File: src/rtl/uart_host_pkg.sv
// Shared types and constants for the host-side UART transmitter.
package uart_host_pkg;

    typedef enum logic [2:0] {
        IDLE,
        START,
        DATA,
        PARITY,
        STOP
    } state_t;

    localparam int unsigned DATA_BITS = 8;
    localparam int unsigned STOP_BITS = 1;

    function automatic logic even_parity(input logic [DATA_BITS-1:0] b);
        return ^b;
    endfunction

endpackage

File: src/rtl/uart_host_fifo.sv
// Synchronous byte FIFO; read data is presented combinationally from the head entry.
module uart_host_fifo #(
    parameter int unsigned DEPTH = 8,
    parameter int unsigned WIDTH = 8
) (
    input  logic             clk,
    input  logic             reset,
    input  logic             push,
    input  logic [WIDTH-1:0] wdata,
    input  logic             pop,
    output logic [WIDTH-1:0] rdata,
    output logic             full,
    output logic             empty
);

    localparam int unsigned AW = $clog2(DEPTH);

    logic [WIDTH-1:0] mem [DEPTH];
    logic [AW-1:0]    wr_ptr;
    logic [AW-1:0]    rd_ptr;
    logic [AW:0]      count;
    logic             push_ok;
    logic             pop_ok;

    assign full    = (count == (AW+1)'(DEPTH));
    assign empty   = (count == '0);
    assign push_ok = push & ~full;
    assign pop_ok  = pop & ~empty;
    assign rdata   = mem[rd_ptr];

    // Storage carries no reset; only the pointers define validity.
    always_ff @(posedge clk) begin
        if (push_ok) begin
            mem[wr_ptr] <= wdata;
        end
    end

    always_ff @(posedge clk) begin
        if (reset) begin
            wr_ptr <= '0;
            rd_ptr <= '0;
            count  <= '0;
        end else begin
            if (push_ok) begin
                wr_ptr <= wr_ptr + AW'(1);
            end
            if (pop_ok) begin
                rd_ptr <= rd_ptr + AW'(1);
            end
            case ({push_ok, pop_ok})
                2'b10:   count <= count + (AW+1)'(1);
                2'b01:   count <= count - (AW+1)'(1);
                default: count <= count;
            endcase
        end
    end

endmodule

File: src/rtl/uart_host_tx.sv
// Host-side UART transmitter: byte FIFO feeding 8N1 frames with CTS flow control.
// Define UART_HOST_TX_PARITY_EN to insert an even-parity bit (8E1).
module uart_host_tx #(
    parameter int unsigned CLKS_PER_BIT = 16,
    parameter int unsigned FIFO_DEPTH   = 8
) (
    input  logic        clk,
    input  logic        reset,
    input  logic [7:0]  wr_data,
    input  logic        wr_valid,
    output logic        wr_ready,
    input  logic        uart_cts,
    output logic        uart_tx,
    output logic        busy,
    output logic [15:0] frames_sent
);

    import uart_host_pkg::*;

    localparam int unsigned BW = $clog2(CLKS_PER_BIT);
    localparam logic [BW-1:0] BAUD_LAST = BW'(CLKS_PER_BIT - 1);

    state_t         state_q, state_d;
    logic [BW-1:0]  baud_q, baud_d;
    logic [2:0]     idx_q, idx_d;
    logic [7:0]     shift_q, shift_d;
    logic           tx_q, tx_d;
    logic [15:0]    frames_q, frames_d;
    logic           cts_meta_q, cts_sync_q;
    logic           pop_c;
    logic           bit_end_c;
    logic           start_ok_c;
    logic [7:0]     fifo_rdata;
    logic           fifo_full;
    logic           fifo_empty;
`ifdef UART_HOST_TX_PARITY_EN
    logic           parity_q, parity_d;
`endif

    uart_host_fifo #(
        .DEPTH (FIFO_DEPTH),
        .WIDTH (8)
    ) u_fifo (
        .clk   (clk),
        .reset (reset),
        .push  (wr_valid),
        .wdata (wr_data),
        .pop   (pop_c),
        .rdata (fifo_rdata),
        .full  (fifo_full),
        .empty (fifo_empty)
    );

    assign bit_end_c  = (baud_q == BAUD_LAST);
    assign start_ok_c = ~fifo_empty & ~cts_sync_q;

    // Next-state and registered-output logic.
    always_comb begin
        state_d  = state_q;
        baud_d   = bit_end_c ? '0 : baud_q + BW'(1);
        idx_d    = idx_q;
        shift_d  = shift_q;
        tx_d     = tx_q;
        frames_d = frames_q;
        pop_c    = 1'b0;
`ifdef UART_HOST_TX_PARITY_EN
        parity_d = parity_q;
`endif
        case (state_q)
            IDLE: begin
                baud_d = '0;
                tx_d   = 1'b1;
                if (start_ok_c) begin
                    pop_c    = 1'b1;
                    shift_d  = fifo_rdata;
`ifdef UART_HOST_TX_PARITY_EN
                    parity_d = even_parity(fifo_rdata);
`endif
                    tx_d     = 1'b0;
                    state_d  = START;
                end
            end
            START: begin
                if (bit_end_c) begin
                    state_d = DATA;
                    idx_d   = '0;
                    tx_d    = shift_q[0];
                end
            end
            DATA: begin
                if (bit_end_c) begin
                    if (idx_q == 3'(DATA_BITS - 1)) begin
                        idx_d   = '0;
`ifdef UART_HOST_TX_PARITY_EN
                        state_d = PARITY;
                        tx_d    = parity_q;
`else
                        state_d = STOP;
                        tx_d    = 1'b1;
`endif
                    end else begin
                        idx_d   = idx_q + 3'(1);
                        shift_d = shift_q >> 1;
                        tx_d    = shift_q[1];
                    end
                end
            end
            PARITY: begin
                if (bit_end_c) begin
                    state_d = STOP;
                    idx_d   = '0;
                    tx_d    = 1'b1;
                end
            end
            STOP: begin
                if (bit_end_c) begin
                    if (idx_q == 3'(STOP_BITS - 1)) begin
                        frames_d = frames_q + 16'(1);
                        // Back-to-back frames restart without an idle gap.
                        if (start_ok_c) begin
                            pop_c    = 1'b1;
                            shift_d  = fifo_rdata;
`ifdef UART_HOST_TX_PARITY_EN
                            parity_d = even_parity(fifo_rdata);
`endif
                            tx_d     = 1'b0;
                            state_d  = START;
                        end else begin
                            tx_d    = 1'b1;
                            state_d = IDLE;
                        end
                    end else begin
                        idx_d = idx_q + 3'(1);
                    end
                end
            end
            default: begin
                state_d = IDLE;
                tx_d    = 1'b1;
            end
        endcase
    end

    always_ff @(posedge clk) begin
        if (reset) begin
            state_q    <= IDLE;
            baud_q     <= '0;
            idx_q      <= '0;
            shift_q    <= '0;
            tx_q       <= 1'b1;
            frames_q   <= '0;
            cts_meta_q <= 1'b1;
            cts_sync_q <= 1'b1;
`ifdef UART_HOST_TX_PARITY_EN
            parity_q   <= 1'b0;
`endif
        end else begin
            state_q    <= state_d;
            baud_q     <= baud_d;
            idx_q      <= idx_d;
            shift_q    <= shift_d;
            tx_q       <= tx_d;
            frames_q   <= frames_d;
            cts_meta_q <= uart_cts;
            cts_sync_q <= cts_meta_q;
`ifdef UART_HOST_TX_PARITY_EN
            parity_q   <= parity_d;
`endif
        end
    end

    assign uart_tx     = tx_q;
    assign frames_sent = frames_q;
    assign wr_ready    = ~fifo_full;
    assign busy        = (state_q != IDLE) | ~fifo_empty;

endmodule

File: config.mk
export PLATFORM = sky130hd
export DESIGN_NAME = uart_host_tx
export DESIGN_NICKNAME = d
export VERILOG_FILES = /design/src/rtl/uart_host_pkg.sv /design/src/rtl/uart_host_fifo.sv /design/src/rtl/uart_host_tx.sv
export SDC_FILE = /design/constraint.sdc
export NUM_CORES = 1
export LEC_CHECK = 0
export ABC_CLOCK_PERIOD_IN_PS = 5800
export CORE_UTILIZATION = 40
export CTS_CLUSTER_SIZE = 14
export DETAILED_ROUTE_END_ITERATION = 10
export HOLD_SLACK_MARGIN = 0.06
export PLACE_DENSITY = 0.67
export SYNTH_ARGS = -nofsm -noshare
export SYNTH_HDL_FRONTEND = slang
export SYNTH_SLANG_ARGS = --single-unit
File: constraint.sdc
create_clock -name clk -period 5.8 [get_ports clk]
set_clock_uncertainty 0.15 [all_clocks]
set_input_delay 0.58 -clock clk [delete_from_list [all_inputs] [get_ports clk]]
set_output_delay 0.58 -clock clk [all_outputs]
set_load 0.005 [all_outputs]
# [Yosys cells after proc, flatten, opt, wreduce, memory -nomap -nowiden]
# Memory sizes are Yosys's and may differ from the RTL's. A register that Yosys moved wholly into a read port is not among the register bits.
# Index checks and enable logic that the tools add are counted.
# Widths: inputs -> output; s select.
[op_classes] add_sub_neg=7 eq_ne=19 n_mux=38 bitwise_logic=7 n_reduce_logical=14
[op_table] op="$mux 3" count=14
[op_table] op="$mux 8" count=5
[op_table] op="$pmux 8 s3" count=1
[op_table] op="$ne 2x2->1 const B" count=9
[op_table] op="$add 16x1->16 const B" count=1
[op_table] op="$pmux 3 s5" count=1
[op_table] op="$reduce_and 5->1" count=3
[op_table] op="$mux 1" count=13
[op_table] op="$add 3x1->3 const B" count=3
[op_table] op="$pmux 3 s3" count=1
[op_table] op="$reduce_bool 3->1" count=3
[op_table] op="$add 4x1->4 const B" count=2
[op_table] op="$eq 4x4->1 const B" count=2
[op_table] op="$pmux 4 s2" count=1
[op_table] op="$reduce_and 7->1" count=1
[op_table] op="$eq 3x2->1 const B" count=2
[op_table] op="$eq 3x3->1 const B" count=2
[op_table] op="$logic_not 3->1" count=2
[op_table] op="$pmux 1 s5" count=1
[op_table] op="$logic_not 4->1" count=1
[op_table] op="$sub 4x1->4 const B" count=1
[op_table] op="$and 1x1->1" count=3
[op_table] op="$eq 3x1->1 const B" count=1
[op_table] op="$not 1->1" count=3
[op_table] op="other kinds (9)" count=9
[totals] ff_bits=47 ram_bits=64 input_bits=12 word_cells=97 n_memories=1
[mem_list] name="u_fifo.mem" words=8 width=8 rd=1 rd_ports_with_merged_regs=1 write_ports=1 line="uart_host_fifo.sv:18" source="logic [WIDTH-1:0] mem [DEPTH];"

# [Logic depth before layout (Yosys ltp)]
[logic_depth] depth_word=10 ltp_mapped=12 depth_no_buf=12

# [Modules after synthesis]
# From an unflattened synthesis, not the netlist that was laid out.
[unflattened] cells_unflattened=380 hier_area_um2=5096.1
[by_module_without_submodules] mod="uart_host_fifo" instances=1 cells_per_inst=167 area_each_um2=3151.8 seq_area_each_um2=2182.1
[by_module_without_submodules] mod="uart_host_tx" instances=1 cells_per_inst=213 area_each_um2=1944.4 seq_area_each_um2=740.7

# [Least setup slack after synthesis]
# OpenSTA, ideal clock, no wires.
[synth_timing] path_type="flip-flop to flip-flop" startpoint="reg baud_q[0]" endpoint="reg u_fifo.count[2]" setup_time_ns=0.070 arrival_ns=2.501 slack_ns=3.078 path_stages_with_launch=13 n_path_buf=1 period_less_slack_ns=2.722 cell_sequence="dfxtp_1 -> ha_1 -> and3_2 -> buf_2 -> a21boi_0 -> nor2_1 -> ha_1 -> xor2_1 -> ha_1 -> a21oi_1 -> xor2_1 -> or3_1 -> a21oi_1"
[synth_between] elab_chain_len=6 word_cells_on_any_way=8 classes_between="eq/ne (3); mux (3); bitwise (1); reduce/logical (1)"
[synth_lines] element="from (decl)" line="uart_host_tx.sv:24" source="logic [BW-1:0] baud_q, baud_d;"
[synth_lines] element="from (signal assigned)" line="uart_host_tx.sv:159" source="baud_q <= baud_d;"
[synth_lines] element="$eq 4x4->1 (*)" line="uart_host_tx.sv:54" source="assign bit_end_c = (baud_q == BAUD_LAST);"
[synth_lines] element="$mux 1 (*)" line="uart_host_tx.sv:116" source="if (bit_end_c) begin"
[synth_lines] element="$pmux 1 s2 (*)" line="uart_host_tx.sv:69" source="case (state_q)"
[synth_lines] element="$and 1x1->1 (*)" line="uart_host_fifo.sv:28" source="assign pop_ok = pop & ~empty;"
[synth_lines] element="$eq 2x1->1 / $eq 2x2->1 (equally long branches)" line="uart_host_fifo.sv:50" source="case ({push_ok, pop_ok})"
[synth_lines] element="$pmux 4 s2 / $reduce_bool 2->1 (equally long branches)"
[synth_lines] element="to (signal assigned)" line="uart_host_fifo.sv:51" source="2'b10: count <= count + (AW+1)'(1);"
[synth_lines] element="to (signal assigned)" line="uart_host_fifo.sv:52" source="2'b01: count <= count - (AW+1)'(1);"
[synth_lines] element="to (signal assigned)" line="uart_host_fifo.sv:53" source="default: count <= count;"
[synth_lines] element="to (decl)" line="uart_host_fifo.sv:21" source="logic [AW:0] count;"
# Every way passes the cells marked *; elsewhere a longest branch is shown, timed or not.
# A chain may end at the register's enable or synchronous reset.

# [Worst setup path after layout]
# Ends and elaborated chain as after synthesis.

==> metrics <==
# DRC=0; Synth cell types=56; Die Wd=114 um; Worst-Margin Slew=1160 ps; Primary FF master, synth=edfxtp_1; area delta synth->final=19.7%; Setup CP Type=flop to flop; part of the power in registers=43.7%; # nets final=477; R2R setup slack=2820 ps; Initial Utilization=41.5%; Worst VDD drop=0.271 mV; Net Switching=0.000440 W; HPWL after detailed placement=6820 um; hold depth=1; CP required=5990 ps; Yosys top cell area share=38.0%; RSZ-0062 raised after global routing=false; area post-placement=5460 um^2; CP Capture Type=flop; cell count after synthesis=424; Final period util=51.4%; ANT cells=0; antenna-violating nets left=0; # port buffers=30; CTS tree=built; CTS hold repair buffers=0; drt first pass iters=4; Max Cap Viol=0; Lkg Pwr=1.99 nW; synthesized area per cell=11.9 um^2; most frequent cells in the layout=edfxtp_1 (64), dfxtp_1 (50), mux2i_1 (33); Clock transition at path regs=50 ps; asr flop ratio synth=0%; cts repair resizes=0; Die H=114 um; clk_lat worst skew=410 ps; clk buf depth=2; Worst R2R Path Depth=11; Pint=0.00160 W; post-route cell area=6050 um^2; I/O pins=31; Via density=5.33; Post-synth EDFFs=64; CP Launch Type=flop; sequential-to-total area share from yosys stat=57.9%; Clk pwr share=50.6%; synth top area cells=edfxtp_1 (38%), dfxtp_1 (20%), mux2i_1 (6.5%); CP max FO=13; Max Freq=335 MHz; Post-Syn Area=5050 um^2; pwr dens=337 nW/um^2; Final Hold Violating Endpoints=0; Worst slew margin=22.3%; FF+latch count, synth=114; # rows=40; Worst EP arrival=3170 ps; max-slew violation count=0; yosys warns=0; die area=13100 um^2; commonest non-fill, non-tap cell in the layout=edfxtp_1; status=finished clean; Post-Syn Nets=446; initial antenna violation count=0; Root Buffer=clkbuf_16; Core Footprint=12200 um^2; final WL=10200 um; largest net degree at the start of global routing=40; FF-to-FF Start=baud_q[0]$_SDFF_PP0_; starting DRC count in detailed routing=221; post-synth top area cell=edfxtp_1; CTS Buf Count=17; fin crit period=2980 ps; Clock Sinks=114; Routed WL per cell=16.0 um; GP Congestion=0.779; H-tree depth=4; Setup-failing EPs final=0; worst hold path type=flop to flop; hold path endpoint=cts_sync_q$_SDFF_PP1_; power share of the combinational group=5.6%; GRT Total Usage=17.1%; share of cells above drive strength 1=10.5%; vias=3386; total grt overflow=0; Fin Setup TNS=0 ps; global-route wire length before repair=16700 um; Post-CTS Setup Inserts=0; RR Endpoint=u_fifo.count[2]$_SDFFE_PP0P_; fillers=1083; Hold Path Origin=cts_meta_q$_SDFF_PP1_; sw frac=21.6%; vias in the first global route=3382
==> stage by stage <==
stage / power [W] / setup slack (ps) / hold slack [ps] / cells / utilization, %
after floorplan: 0.000983 / 3080 / 239 / 424 / -
after global routing: 0.00211 / 2570 / 275 / 635 / 49.7
after CTS: 0.00206 / 2840 / 271 / 635 / 49.7
final: 0.00204 / 2820 / 263 / 635 / 49.7
after global placement: 0.00102 / 3040 / 243 / 604 / 44.9
after detailed placement: 0.00102 / 2840 / 258 / 604 / 44.9
==> synthesized netlist by cell type, types with 3 or more instances <==
master,number
edfxtp_1,64
dfxtp_1,50
mux2i_1,33
a21oi_1,31
nor2_1,24
a22oi_1,15
o21ai_0,14
nand2b_1,13
clkbuf_1,12
nand3_1,11
and2_1,10
ha_1,10
nand2_1,10
a31oi_1,8
nand4_1,8
o31ai_1,8
or4_1,8
xor2_1,8
or3_1,7
inv_1,6
nor2b_1,6
nor3_1,6
o311ai_0,6
nor4_1,4
buf_2,3
buf_6,3
nand4b_1,3
nor3b_1,3
o21a_1,3
==> power by group through the flow <==
| stage | sequential, W | clock [W] | combinational, W |
|---|---|---|---|
| 2_1_floorplan | 0.000903 | 0 | 0.0000796 |
| 3_3_place_gp | 0.000907 | 0 | 0.000112 |
| 5_1_grt | 0.000895 | 0.00109 | 0.000126 |
| 3_5_place_dp | 0.000909 | 0 | 0.000115 |
| 4_1_cts | 0.000892 | 0.00106 | 0.000116 |
| 6_report | 0.000893 | 0.00103 | 0.000115 |
==> final cells by class <==
type / instances / area [um^2] / share of cell area, %
timing repair buffer: 35 / 338 / 5.59
sequential: 114 / 2920 / 48.3
multi-input combinational: 280 / 1960 / 32.4
clock inverter: 13 / 161 / 2.67
tap: 168 / 210 / 3.48
inverter: 7 / 26.3 / 0.434
clock buffer: 18 / 429 / 7.10
==> kinds of logic after synthesis <==
logic type,count (synthesis),share of synthesized area [%]
AND/OR/NAND/NOR,127,14.7
flip-flops,114,57.9
AO/OA/AOI/OAI,97,12.5
multiplexers,36,7.43
buffers and inverters,30,3.34
XOR/XNOR,10,1.73
adder cells (fa/ha/maj),10,2.48
==> layer usage <==
metal	wire length, um	part of all wire, %	global-route usage, %
met3	350	3.4	5.29
met5	0	0	0
met2	5040	50	29.3
met4	119	1.2	6.49
met1	4640	46	20.1
==> sequential cells by signal, summed over array words and instances (netlist names), named ones only <==
register	cells
uart_tx	1
idx_q	3
u_fifo.wr_ptr	3
u_fifo.rd_ptr	3
cts_sync_q	1
baud_q	4
state_q	3
frames_sent	16
cts_meta_q	1
u_fifo.mem	64
u_fifo.count	4
shift_q	8
==> critical path, stage by stage (launching register included) <==
cell,delay [ps]
dfxtp_1,320
ha_1,230
and3_2,320
a21boi_0,360
nor2_1,140
ha_1,270
xor2_1,160
ha_1,200
a21oi_1,190
xor2_1,110
or3_1,310
a21oi_1,140
==> worst max-delay path by stage <==
stage / from / to / slack, ps / cells after the start
global placement: baud_q[0]$_SDFF_PP0_ / u_fifo.count[2]$_SDFFE_PP0P_ / 3040 / 11
global route: idx_q[0]$_SDFFE_PP0P_ / u_fifo.count[2]$_SDFFE_PP0P_ / 2570 / 12
finish: baud_q[0]$_SDFF_PP0_ / u_fifo.count[2]$_SDFFE_PP0P_ / 2820 / 11
detailed placement: baud_q[0]$_SDFF_PP0_ / u_fifo.count[2]$_SDFFE_PP0P_ / 2840 / 11
CTS: baud_q[0]$_SDFF_PP0_ / u_fifo.count[2]$_SDFFE_PP0P_ / 2840 / 11
floorplan: baud_q[0]$_SDFF_PP0_ / u_fifo.count[2]$_SDFFE_PP0P_ / 3080 / 12
Power figures use the tool's default switching activity.
